## src/rtl/event_scheduler_gen.sv

```systemverilog
// Window event scheduler: per-row todo FIFOs feeding ordered window reads.
// Optional macro ES_DROP_OOB_EN drops centres whose row/col leave their field.
module event_scheduler_gen #(
  parameter int DATA_WIDTH       = 4,
  parameter int HALF_WINDOW_SIZE = 1,
  parameter int COL_BITS         = 8,
  parameter int ADDR_W           = 16,
  parameter int TODO_FIFO_DEPTH  = 64
) (
  input  logic                  clk,
  input  logic                  rst,
  input  logic [DATA_WIDTH-1:0] in_event_value,
  input  logic [ADDR_W-1:0]     in_event_addr,
  input  logic                  in_event_valid,
  output logic                  ready_for_new_event,
  input  logic                  flush,
  output logic                  flush_done,
  output logic                  st_wr_en,
  output logic [ADDR_W-1:0]     st_wr_addr,
  output logic [DATA_WIDTH-1:0] st_wr_value,
  input  logic                  st_wr_done,
  output logic                  st_rd_req,
  output logic [ADDR_W-1:0]     st_rd_addr,
  input  logic [(2*HALF_WINDOW_SIZE+1)*(2*HALF_WINDOW_SIZE+1)*DATA_WIDTH-1:0] st_rd_window,
  input  logic                  st_rd_valid,
  input  logic                  window_req,
  output logic [(2*HALF_WINDOW_SIZE+1)*(2*HALF_WINDOW_SIZE+1)*DATA_WIDTH-1:0] out_window_value,
  output logic [ADDR_W-1:0]     out_window_addr,
  output logic                  out_window_valid,
  output logic                  fifo_overflow
);

  localparam int W  = 2*HALF_WINDOW_SIZE + 1;
  localparam int H  = HALF_WINDOW_SIZE;
  localparam int PW = $clog2(TODO_FIFO_DEPTH);
  localparam int KW = $clog2(W + 1);
  localparam int RB = ADDR_W - COL_BITS;

  typedef logic [ADDR_W-1:0] addr_t;
  typedef logic [PW:0]       ptr_t;

  localparam addr_t ORIGIN = addr_t'((H << COL_BITS) + H);

  typedef enum logic [2:0] {
    IDLE, PUSH, SEL, FSEL, READ, OUT, WWR
  } state_t;

  state_t                state;
  addr_t                 last_addr;
  addr_t                 ev_addr;
  addr_t                 avail;
  addr_t                 cand_q;
  addr_t                 cand;
  addr_t                 d_new;
  logic [DATA_WIDTH-1:0] ev_value;
  logic [KW-1:0]         k_cnt;
  logic [KW-1:0]         k_start;
  logic                  flushing;
  logic                  any;
  logic                  push_cyc;

  addr_t      mem [W][TODO_FIFO_DEPTH];
  ptr_t       wptr [W];
  ptr_t       rptr [W];
  addr_t      head [W];
  addr_t      push_addr [W];
  logic [W-1:0] empty;
  logic [W-1:0] full;
  logic [W-1:0] push_ok;
  logic [W-1:0] push_we;
  logic [W-1:0] pop;

  assign ready_for_new_event = (state == IDLE);
  assign push_cyc = (state == PUSH) && (k_cnt < KW'(W));

  always_comb begin
    for (int r = 0; r < W; r++) begin
      head[r]  = mem[r][rptr[r][PW-1:0]];
      empty[r] = (wptr[r] == rptr[r]);
      full[r]  = (wptr[r][PW] != rptr[r][PW]) &&
                 (wptr[r][PW-1:0] == rptr[r][PW-1:0]);
    end
  end

`ifdef ES_DROP_OOB_EN
  logic [RB+1:0]       row_f [W];
  logic [COL_BITS+1:0] col_f;

  always_comb begin
    col_f = {2'b00, ev_addr[COL_BITS-1:0]}
          + (COL_BITS+2)'(k_cnt) - (COL_BITS+2)'(H);
    for (int r = 0; r < W; r++) begin
      row_f[r] = {2'b00, ev_addr[ADDR_W-1:COL_BITS]}
               + (RB+2)'(r) - (RB+2)'(H);
      push_addr[r] = {row_f[r][RB-1:0], col_f[COL_BITS-1:0]};
      push_ok[r]   = (row_f[r][RB+1:RB] == 2'b00) &&
                     (col_f[COL_BITS+1:COL_BITS] == 2'b00);
    end
  end
`else
  always_comb begin
    for (int r = 0; r < W; r++) begin
      push_addr[r] = ev_addr + addr_t'(r << COL_BITS)
                   + addr_t'(k_cnt) - ORIGIN;
      push_ok[r]   = 1'b1;
    end
  end
`endif

  always_comb begin
    for (int r = 0; r < W; r++) begin
      push_we[r] = push_cyc && push_ok[r] && !full[r];
      pop[r]     = (state == OUT) && window_req &&
                   !empty[r] && (head[r] == cand_q);
    end
  end

  // Smallest pending centre across all row heads.
  always_comb begin
    any  = 1'b0;
    cand = '0;
    for (int r = 0; r < W; r++) begin
      if (!empty[r] && (!any || head[r] < cand)) begin
        cand = head[r];
        any  = 1'b1;
      end
    end
  end

  // Columns already covered by the previous event are skipped.
  always_comb begin
    d_new = in_event_addr - last_addr;
    if (d_new >= addr_t'(W))
      k_start = '0;
    else if (d_new == '0)
      k_start = KW'(W);
    else
      k_start = KW'(W) - d_new[KW-1:0];
  end

  always_ff @(posedge clk) begin
    for (int r = 0; r < W; r++)
      if (push_we[r])
        mem[r][wptr[r][PW-1:0]] <= push_addr[r];
  end

  always_ff @(posedge clk) begin
    if (rst) begin
      state            <= IDLE;
      last_addr        <= '0;
      ev_addr          <= '0;
      ev_value         <= '0;
      avail            <= '0;
      cand_q           <= '0;
      k_cnt            <= '0;
      flushing         <= 1'b0;
      flush_done       <= 1'b0;
      st_wr_en         <= 1'b0;
      st_wr_addr       <= '0;
      st_wr_value      <= '0;
      st_rd_req        <= 1'b0;
      st_rd_addr       <= '0;
      out_window_value <= '0;
      out_window_addr  <= '0;
      out_window_valid <= 1'b0;
      fifo_overflow    <= 1'b0;
      for (int r = 0; r < W; r++) begin
        wptr[r] <= '0;
        rptr[r] <= '0;
      end
    end else begin
      st_wr_en   <= 1'b0;
      st_rd_req  <= 1'b0;
      flush_done <= 1'b0;
      case (state)
        IDLE: begin
          if (in_event_valid) begin
            ev_addr   <= in_event_addr;
            ev_value  <= in_event_value;
            avail     <= in_event_addr - ORIGIN;
            last_addr <= in_event_addr;
            k_cnt     <= k_start;
            flushing  <= 1'b0;
            state     <= PUSH;
          end else if (flush) begin
            flushing <= 1'b1;
            state    <= FSEL;
          end
        end
        PUSH: begin
          if (push_cyc) begin
            for (int r = 0; r < W; r++) begin
              if (push_ok[r] && full[r])
                fifo_overflow <= 1'b1;
              if (push_we[r])
                wptr[r] <= wptr[r] + 1'b1;
            end
            k_cnt <= k_cnt + 1'b1;
            if (k_cnt == KW'(W - 1))
              state <= SEL;
          end else begin
            state <= SEL;
          end
        end
        SEL, FSEL: begin
          if (any && (state == FSEL || cand < avail)) begin
            st_rd_req  <= 1'b1;
            st_rd_addr <= cand;
            cand_q     <= cand;
            state      <= READ;
          end else if (state == SEL) begin
            st_wr_en    <= 1'b1;
            st_wr_addr  <= ev_addr;
            st_wr_value <= ev_value;
            state       <= WWR;
          end else begin
            flush_done <= 1'b1;
            last_addr  <= '0;
            state      <= IDLE;
          end
        end
        READ: begin
          if (st_rd_valid) begin
            out_window_value <= st_rd_window;
            out_window_addr  <= cand_q;
            out_window_valid <= 1'b1;
            state            <= OUT;
          end
        end
        OUT: begin
          if (window_req) begin
            out_window_valid <= 1'b0;
            for (int r = 0; r < W; r++)
              if (pop[r])
                rptr[r] <= rptr[r] + 1'b1;
            state <= flushing ? FSEL : SEL;
          end
        end
        WWR: begin
          if (st_wr_done)
            state <= IDLE;
        end
        default: state <= IDLE;
      endcase
    end
  end

endmodule

```

## config.mk

```make
export PLATFORM = sky130hd
export DESIGN_NAME = event_scheduler_gen
export DESIGN_NICKNAME = d
export VERILOG_FILES = /design/src/rtl/event_scheduler_gen.sv
export SDC_FILE = /design/constraint.sdc
export NUM_CORES = 2
export LEC_CHECK = 0
export CAP_MARGIN = 0
export CORE_ASPECT_RATIO = 1.4
export CORE_MARGIN = 10
export CORE_UTILIZATION = 60
export CTS_BUF_LIST = sky130_fd_sc_hd__clkbuf_4 sky130_fd_sc_hd__clkbuf_8
export DETAILED_ROUTE_END_ITERATION = 8
export GPL_ROUTABILITY_DRIVEN = 0
export PLACE_DENSITY = 0.78
export SLEW_MARGIN = 0
export SYNTH_ARGS = -nofsm -noshare
export SYNTH_HDL_FRONTEND = slang
export SYNTH_SLANG_ARGS = --single-unit
```

## constraint.sdc

```tcl
create_clock -name clk -period 9.75 [get_ports clk]
set_clock_uncertainty 0.05 [all_clocks]
set_input_delay 0.975 -clock clk [delete_from_list [all_inputs] [get_ports clk]]
set_output_delay 0.975 -clock clk [all_outputs]
set_load 0.05 [all_outputs]
```

==> results_dict.tcl <==
set metrics [dict create \
    outcome "finished clean" \
    synthAdderAreaFrac_pct 0.911 \
    tightestPinTransition_ns 1.36 \
    synthMuxAreaShare_pct 14.2 \
    yosys.area.top_type "edfxtp_1" \
    synth_edf_count 3114 \
    netlist_area_um2 131000 \
    clk_latency_ns 1.01 \
    clock_path_buffers 4 \
    min_period_ns 9.54 \
    synth_area_leaders "edfxtp_1 (71%), mux4_2 (12%), dfxtp_1 (2.3%), mux2i_1 (2.1%), a22oi_1 (1.2%)" \
    startpoint_type "flop" \
    layout-drive-gt1-share_pct 25.0 \
    rows 202 \
    hold-worst-slack_ns 0.402 \
    synth_compound_area_share_pct 4.21 \
    cts-root-buf "clkbuf_8" \
    final_cell_mix "edfxtp_1 (3114), mux4_2 (680), clkbuf_8 (459), buf_4 (387), nor2_1 (359)" \
    antenna_found_initial 14 \
    hold_class "reg2reg" \
    synthCells 6922 \
    crit_path_end_kind "flop" \
    layout_commonest_cell "edfxtp_1" \
    synth-seq-cells 3265 \
    cp_max_fo 21 \
    initial_utilization_pct 60.4 \
    setup_viol 0 \
    clkSinkCount 3265 \
    async_reset_ff_share_pct 0 \
    swShare_pct 30.8 \
    nFillCells 13000 \
    ys_warn_count 0 \
    port_buffers 156 \
    required_ns 10.53 \
    cts_tree "done" \
    die_x_um 415 \
    syn_avg_cell_area_um2 18.9 \
    crit_type "reg2reg" \
    grt_overflow 0 \
    grt_pass1_wl_um 500000 \
    track_usage_pct 28.6 \
    ys_types 96 \
    dr.pass1.iters 6 \
    grt_max_degree 193 \
    cp_data_arrival_time_ns 10.32 \
    max_slew_margin_pct 9.17 \
    slowest_delay_ns 0.57 \
    rsz0062_at_grt "no" \
    clock.fmax_mhz 105 \
    layout.nets 7718 \
    pre_cts_ws_ns -0.247 \
    synth_top_area_share_pct 71.5 \
    syn_nets 7079 \
    maxCapViolCount 0 \
    p_comb_share_pct 21.4 \
    synth-simple-area-share_pct 4.00 \
    wl_um 342000 \
    clk_pin_slew_ns 0.07 \
    hold_viol 0 \
    rrSetupSlack_ns 0.21 \
    ir_worst_vdd_v 0.00109 \
    worst_slack_ns 0.209 \
    area_growth_syn_to_layout_pct 12.5 \
    synth_top_family_by_area "multiplexers" \
    p_sw_w 0.0124 \
    h-tree-depth 5 \
    power.leakage_nw 47.4 \
    post-route-period-util_pct 97.9 \
    fin_cells 10800 \
    drc 0 \
    grt_pass1_vias 72900 \
    synthFlopType "edfxtp_1" \
    synthXorXnorAreaFrac_pct 0.944 \
    dp_hpwl_um 216000 \
    seqPwrFrac_pct 52.3 \
    p_int_w 0.0277 \
    place_area_um2 138000 \
    route.vias.total 71700 \
    dp.cells 9962 \
    viasPerCell 6.64 \
    crit_top_cell "buf_4" \
    dieHeight_um 572 \
    drv_slew 0 \
    avgRoutedWirePerCell_um 31.7 \
    clkPwrFrac_pct 26.4 \
    core-area_um2 217000 \
    die_area_um2 237000 \
    cpMaxStageDelayCell "mux4_2" \
    ant_nets 0 \
    ys_seq_area_share_pct 73.8 \
    cts_buffers 446 \
    io_pins 157 \
    fin_area_um2 147000 \
    drt_iter0_markers 9509 \
    power_density_nw_per_um2 272 \
]
[final cells by class]
class / count / area, µm² / area share [%]
tap: 2856 / 3570 / 2.43
antenna: 6 / 15.0 / 0.0102
multi-input combinational: 3140 / 32200 / 21.9
sequential: 3265 / 96500 / 65.6
clock buffer: 578 / 7210 / 4.90
clock inverter: 242 / 1790 / 1.22
timing repair buffer: 586 / 5310 / 3.61
inverter: 122 / 470 / 0.320
[final timing paths]
check	startpoint	endpoint	cells after the start
worst min register to register	last_addr[4]	last_addr[4]	2
worst max register to register	rptr[0][0]	cand_q[12]	35
worst min-delay path	last_addr[4]	last_addr[4]	2
worst max-delay path	rptr[0][0]	cand_q[12]	35
[registers in the layout (all words and copies together), names as in the netlist, 2 cells and up]
signal            flops
k_cnt                 2
out_window_addr      16
ev_value              4
st_wr_value           4
st_wr_addr           16
wptr                 21
state                 3
last_addr            16
cand_q               16
avail                16
mem                3072
ev_addr              16
out_window_value     36
rptr                 21
[stage by stage]
| step | utilization, % | setup TNS, ns | total power [W] |
|---|---|---|---|
| 3_3_place_gp | 63.7 | -0.622 | 0.0292 |
| 6_report | 67.9 | 0 | 0.0401 |
| 4_1_cts | 67.8 | 0 | 0.0400 |
| 3_5_place_dp | 63.7 | -6.46 | 0.0297 |
| 5_1_grt | 67.9 | 0 | 0.0413 |
| 2_1_floorplan | - | 0 | 0.0261 |
[kinds of logic after synthesis]
| kind of cell | after synthesis |
|---|---|
| and+or+nand+nor | 1113 |
| DFF | 3265 |
| xor gates and xnor gates | 141 |
| buffers and inverters | 518 |
| adders and majority gates | 94 |
| muxes | 992 |
| AOI/OAI and AO/OA | 799 |
[power by group through the flow]
stage	clock, W	sequential [W]	combinational (W)
floorplan	0	0.0218	0.00426
global placement	0	0.0211	0.00801
detailed placement	0	0.0212	0.00848
CTS	0.0107	0.0209	0.00847
global route	0.0113	0.0210	0.00913
finish	0.0106	0.0209	0.00856
[Yosys cell counts (all sizes together), types with 9 or more instances]
library cell / number
and3: 15
a22o: 47
clkbuf: 150
a221oi: 37
buf: 246
or4: 9
nand2: 334
a21oi: 230
o22ai: 19
xnor2: 93
o21ai: 61
a21o: 24
o221ai: 11
mux2: 33
ha: 92
nor2: 382
nand3b: 12
edfxtp: 3114
o211ai: 17
a211oi: 42
dfxtp: 151
a31oi: 18
inv: 121
nor2b: 45
nor4: 14
nor3: 32
a22oi: 201
nand4: 52
nand2b: 23
mux4: 686
xor2: 48
or2: 16
nand3: 102
a2111oi: 9
or3: 22
o21a: 12
and2: 16
mux2i: 273
a211o: 9
[per-layer routing]
layer,wire length (µm),up-vias,GRT usage (%)
li1,-,29400,-
met1,114000,36600,35.3
met5,77,-,0
met4,21800,12,15.3
met3,36300,1048,6.13
met2,170000,4668,47.7
[worst max-delay path, delay by kind of cell, from the launching register on]
kind	cells	cell delay (ns)
and+or+nand+nor	7	1.76
AOI/OAI and AO/OA	17	3.65
muxes	2	1.04
buffers and inverters	6	1.41
adders and majority gates	3	0.98
DFF	1	0.41
[repair_timing]
item,4_1_cts,5_1_grt
hold buffers,0,0
resized for setup,1,33
buffers inserted,0,6
pin swaps,0,7
cloned,0,1
setup endpoints to repair,38,39
Power figures use the tool's default switching activity.
